$ cat src/rtl/fmps_packet_scheduler.sv
// Packet strobe sequencer for the FMPS test-link writer: one burst of spaced
// single-cycle strobes per FA cycle, gated on channel state and TX backpressure.
module fmps_packet_scheduler #(
  parameter int COUNT_WIDTH   = 5,
  parameter int SPACING_WIDTH = 8
) (
  input  logic                     auroraUserClk,
  input  logic                     auroraUserResetN,
  input  logic                     enable,
  input  logic [COUNT_WIDTH-1:0]   packetCount,
  input  logic [SPACING_WIDTH-1:0] packetSpacing,
  input  logic                     auroraChannelUp,
  input  logic                     auroraFAstrobe,
  input  logic                     txHold,
  output logic                     genPacketStrobe,
  output logic [COUNT_WIDTH-1:0]   packetIndex,
  output logic                     busy,
  output logic                     overrunStrobe,
  output logic                     abortStrobe,
  output logic [15:0]              overrunCount
);

  // state  | meaning
  // IDLE   | no burst; waiting for a qualifying FA strobe
  // WAIT   | counting idle cycles / held by txHold before the next strobe
  // STROBE | genPacketStrobe is high this cycle
  typedef enum logic [1:0] {IDLE, WAIT, STROBE} state_t;

  state_t                   state, state_nxt;
  logic [COUNT_WIDTH-1:0]   cnt, cnt_nxt, idx, idx_nxt;
  logic [SPACING_WIDTH-1:0] spc, spc_nxt, delay, delay_nxt, launch_spc;
  logic                     start_ok, last, launch, overrun, abort;

  always_comb begin
    start_ok   = auroraFAstrobe && enable && auroraChannelUp && (packetCount != '0);
    last       = (state == STROBE) && (idx == cnt - COUNT_WIDTH'(1));
    state_nxt  = state;
    cnt_nxt    = cnt;
    spc_nxt    = spc;
    idx_nxt    = idx;
    delay_nxt  = delay;
    launch     = 1'b0;
    launch_spc = spc;
    overrun    = 1'b0;
    abort      = 1'b0;

    case (state)
      IDLE: begin
        if (start_ok) begin
          cnt_nxt    = packetCount;
          spc_nxt    = packetSpacing;
          idx_nxt    = '0;
          launch     = 1'b1;
          launch_spc = packetSpacing;
        end
      end
      WAIT: begin
        overrun = auroraFAstrobe;
        if (!auroraChannelUp) begin
          abort     = 1'b1;
          state_nxt = IDLE;
        end else if (delay != '0) begin
          delay_nxt = delay - SPACING_WIDTH'(1);
        end else if (!txHold) begin
          state_nxt = STROBE;
        end
      end
      STROBE: begin
        overrun = auroraFAstrobe && !last;
        if (!auroraChannelUp) begin
          abort     = 1'b1;
          state_nxt = IDLE;
        end else if (!last) begin
          idx_nxt = idx + COUNT_WIDTH'(1);
          launch  = 1'b1;
        end else if (start_ok) begin
          cnt_nxt    = packetCount;
          spc_nxt    = packetSpacing;
          idx_nxt    = '0;
          launch     = 1'b1;
          launch_spc = packetSpacing;
        end else begin
          state_nxt = IDLE;
        end
      end
      default: state_nxt = IDLE;
    endcase

    // delay holds the idle cycles still owed after the current one, so a
    // zero spacing skips WAIT entirely and strobes run back to back.
    if (launch) begin
      if ((launch_spc == '0) && !txHold) begin
        state_nxt = STROBE;
      end else begin
        state_nxt = WAIT;
        delay_nxt = (launch_spc == '0) ? '0 : launch_spc - SPACING_WIDTH'(1);
      end
    end
  end

  always_ff @(posedge auroraUserClk) begin
    if (!auroraUserResetN) begin
      state           <= IDLE;
      cnt             <= '0;
      spc             <= '0;
      idx             <= '0;
      delay           <= '0;
      genPacketStrobe <= 1'b0;
      packetIndex     <= '0;
      busy            <= 1'b0;
      overrunStrobe   <= 1'b0;
      abortStrobe     <= 1'b0;
      overrunCount    <= '0;
    end else begin
      state           <= state_nxt;
      cnt             <= cnt_nxt;
      spc             <= spc_nxt;
      idx             <= idx_nxt;
      delay           <= delay_nxt;
      genPacketStrobe <= (state_nxt == STROBE);
      if (state_nxt == STROBE) packetIndex <= idx_nxt;
      busy            <= (state_nxt != IDLE);
      overrunStrobe   <= overrun;
      abortStrobe     <= abort;
      if (overrun && (overrunCount != 16'hFFFF)) overrunCount <= overrunCount + 16'd1;
    end
  end

endmodule
$ cat config.mk
export PLATFORM = sky130hd
export DESIGN_NAME = fmps_packet_scheduler
export DESIGN_NICKNAME = d
export VERILOG_FILES = /design/src/rtl/fmps_packet_scheduler.sv
export SDC_FILE = /design/constraint.sdc
export NUM_CORES = 1
export LEC_CHECK = 0
export BUFFER_PORTS_ARGS = -buffer_cell sky130_fd_sc_hd__buf_4
export CAP_MARGIN = 15
export CORE_ASPECT_RATIO = 1.2
export CORE_MARGIN = 2
export CORE_UTILIZATION = 40
export CTS_CLUSTER_DIAMETER = 80
export DETAILED_ROUTE_END_ITERATION = 16
export HOLD_SLACK_MARGIN = 0.1
export PLACE_DENSITY = 0.69
export SYNTH_ARGS = -nofsm -noshare
export SYNTH_HDL_FRONTEND = slang
export SYNTH_SLANG_ARGS = --single-unit
$ cat constraint.sdc
create_clock -name auroraUserClk -period 3.8 [get_ports auroraUserClk]
set_clock_uncertainty 0.05 [all_clocks]
set_input_delay 0 -clock auroraUserClk [delete_from_list [all_inputs] [get_ports auroraUserClk]]
set_output_delay 0 -clock auroraUserClk [all_outputs]
set_load 0.1 [all_outputs]
==> results.json <==
{
  "max_freq_mhz": 295,
  "drive_above_1_share_pct": 22.9,
  "clock-root-buffer": "clkbuf_8",
  "io_buffers": 43,
  "hp-class": "input port to flop",
  "num_rows": 34,
  "post-synth-top-area-fraction_pct": 34.8,
  "clkTransAtPathRegs_ns": 0.10,
  "crit_path_max_incr_delay_ns": 0.45,
  "hold_violations": 0,
  "cts_sinks": 53,
  "slew_violations": 0,
  "register_area_um2": 1060,
  "fin_area_um2": 3700,
  "drv_cap": 0,
  "wl_mm": 7.24,
  "grtUsageTotal_pct": 17.5,
  "crit_arrival_ns": 3.55,
  "critPathLaunchType": "flop",
  "wl_per_cell_um": 15.0,
  "final_core_util_pct": 50.6,
  "syn_inst": 335,
  "grt_max_degree": 33,
  "critical_path_class": "flop to flop",
  "ios": 44,
  "syn_area_per_cell_um2": 9.10,
  "clock_latency_ns": 0.31,
  "seq_area_frac_synth_pct": 34.8,
  "initial_utilization_pct": 41.7,
  "first_iter_violations": 160,
  "cts_tree": "yes",
  "ys_ff_latch": 53,
  "cts.path.max_buffers": 2,
  "ys_top_cells_by_area": "dfxtp_1 35%, nor2_1 5.9%, xnor2_1 4.9%",
  "crit_path_cell_trace": "inv_1, ha_1, xor2_2, o211ai_4, a2111oi_2, o21a_2, a32o_1, inv_2, ha_1, o21ai_0, nor3_1, and3_4, o21ai_4, mux2_4",
  "power_density_nw_per_um2": 372,
  "first_global_vias": 2500,
  "rsz0062_at_grt": "no",
  "multi_input_area_um2": 1870,
  "vdd_ir_drop_max_v": 0.000157,
  "synthesis.nets": 363,
  "place_area_um2": 3450,
  "viasPerCell": 5.46,
  "endpoint_kind": "flop",
  "synth.distinct_cells": 69,
  "antenna_found_initial": 0,
  "synth_edf_count": 0,
  "syn-cell-area_um2": 3050,
  "core_area_um2": 7320,
  "cp_top_family": "compound AO/OA/AOI/OAI gates",
  "finalSetupViolCount": 0,
  "drtPass1Iterations": 4,
  "cts_made_buffers": 5,
  "period_share_pct": 89.3,
  "crit_buf_inv": 2,
  "ys_warn_count": 0,
  "critPathRequiredTime_ns": 3.96,
  "die-height_um": 99.6,
  "htree_levels": 2,
  "nFillCells": 691,
  "ant_nets": 0,
  "synthFlopType": "dfxtp_1",
  "dp_hpwl_mm": 5.23,
  "drc": 0,
  "grt_pass1_wl_mm": 12.0,
  "dieArea_um2": 8340,
  "cts_setup_buffers": 0,
  "fin_tns_setup_ns": 0,
  "area_growth_pct": 21.6,
  "outcome": "completed",
  "final_nets": 420,
  "slew_headroom_pct": 26.8,
  "vias": 2637,
  "crit_fanout": 7,
  "p_leak_nw": 1.49,
  "die_x_um": 83.7,
  "diodes": 0,
  "yosys.area.top_type": "dfxtp_1",
  "globalRoute.totalOverflow": 0,
  "critPathSlowestCell": "dfxtp_1",
  "layout_min_cycle_time_ns": 3.39,
  "worst_slew_pin_slew_ns": 1.10,
  "async_reset_ff_share_pct": 0,
  "cpMostUsedCell": "ha_1",
  "place_congestion": 0.812
}
## metal layers
metal / track usage (%) / up-vias / part of all wire, %
met1: 21.9 / 1254 / 45
met3: 3.15 / 4 / 4.3
li1: - / 1317 / -
met2: 31.1 / 62 / 50
met4: 4.34 / 0 / 0.43
met5: 0 / - / 0
## state kept, by name, indices dropped and copies added (netlist names)
signal,flops
delay,8
state,2
packetIndex,5
overrunStrobe,1
abortStrobe,1
spc,8
genPacketStrobe,1
overrunCount,16
idx,5
busy,1
cnt,5
## cell usage after synthesis (4+ instances only)
master and count:
nor4_1 4, ha_1 9, a21oi_1 7, dfxtp_1 53, nand4_1 5, and3_1 6
and2_1 11, o21ai_0 13, nor3_1 6, mux2i_1 6, nand3_1 15, o22ai_1 6
nor2_1 48, inv_1 16, clkbuf_1 8, nand2_1 16, a31oi_1 4, xor2_1 12
xnor2_1 17
## timing repair
item                                   CTS  global route
resized for setup                        0             0
hold buffers                            15             0
setup endpoints to repair                0             0
endpoints found under the hold margin   26             0
## worst paths after layout
| path | startpoint | endpoint | slack [ns] | cells after the start |
|---|---|---|---|---|
| max | cnt[0] | packetIndex[0] | 0.41 | 14 |
| min | txHold | state[0] | 0.13 | 5 |
| max reg2reg | cnt[0] | packetIndex[0] | 0.41 | 14 |
| min reg2reg | packetIndex[2] | packetIndex[2] | 0.44 | 2 |
## metrics by stage
stage | total power (W) | setup slack [ns] | hold slack, ns | cells
final | 0.00138 | 0.408 | 0.125 | 483
after global routing | 0.00145 | 0.142 | 0.170 | 483
after CTS | 0.00138 | 0.377 | 0.125 | 483
after detailed placement | 0.00100 | 0.394 | 0.204 | 460
after global placement | 0.000996 | 0.495 | 0.194 | 460
after floorplan | 0.000914 | 0.633 | 0.0939 | 335
## worst min-delay path: stages
cell and delay [ns]:
buf_4 0.10, nor3_1 0.06, nand3_1 0.07, a21oi_1 0.13, nor2_1 0.10
## power breakdown
part | switching [W] | leakage (nW) | internal [W]
logic | 0.000249 | 1.00 | 0.000142
registers | 0.0000246 | 0.429 | 0.000586
clock network | 0.000208 | 0.0549 | 0.000169
## logic make-up (layout without fill, tap and decap cells)
group | after synthesis | after routing | share of synthesized area (%)
simple gates | 134 | 134 | 24.5
compound gates | 68 | 68 | 18.6
flops | 53 | 53 | 34.8
xor+xnor | 32 | 32 | 10.3
buf+inv | 28 | 86 | 3.94
mux | 11 | 11 | 4.19
fa+ha+maj | 9 | 9 | 3.69
## cells in the final DEF (no fill, tap or decap), types with 4 or more instances in the layout
cell           instances
a21oi_1                7
a31oi_1                4
and2_1                11
and3_1                 6
buf_4                 46
clkbuf_8               7
dfxtp_1               53
dlygate4sd3_1         15
ha_1                   9
inv_1                 16
mux2i_1                6
nand2_1               16
nand3_1               15
nand4_1                5
nor2_1                48
nor3_1                 6
nor4_1                 4
o21ai_0               13
o22ai_1                6
xnor2_1               17
xor2_1                12
## area by class of cell
type                    instances  area share (%)
clock inverters                 1           0.236
multi-input cells             254            50.4
inverters                      17            1.72
flip-flops and latches         53            28.6
clock buffers                   7            2.60
well taps                      90            3.04
repair buffers                 61            13.4
Note: power is estimated with default switching activity, not from simulation.
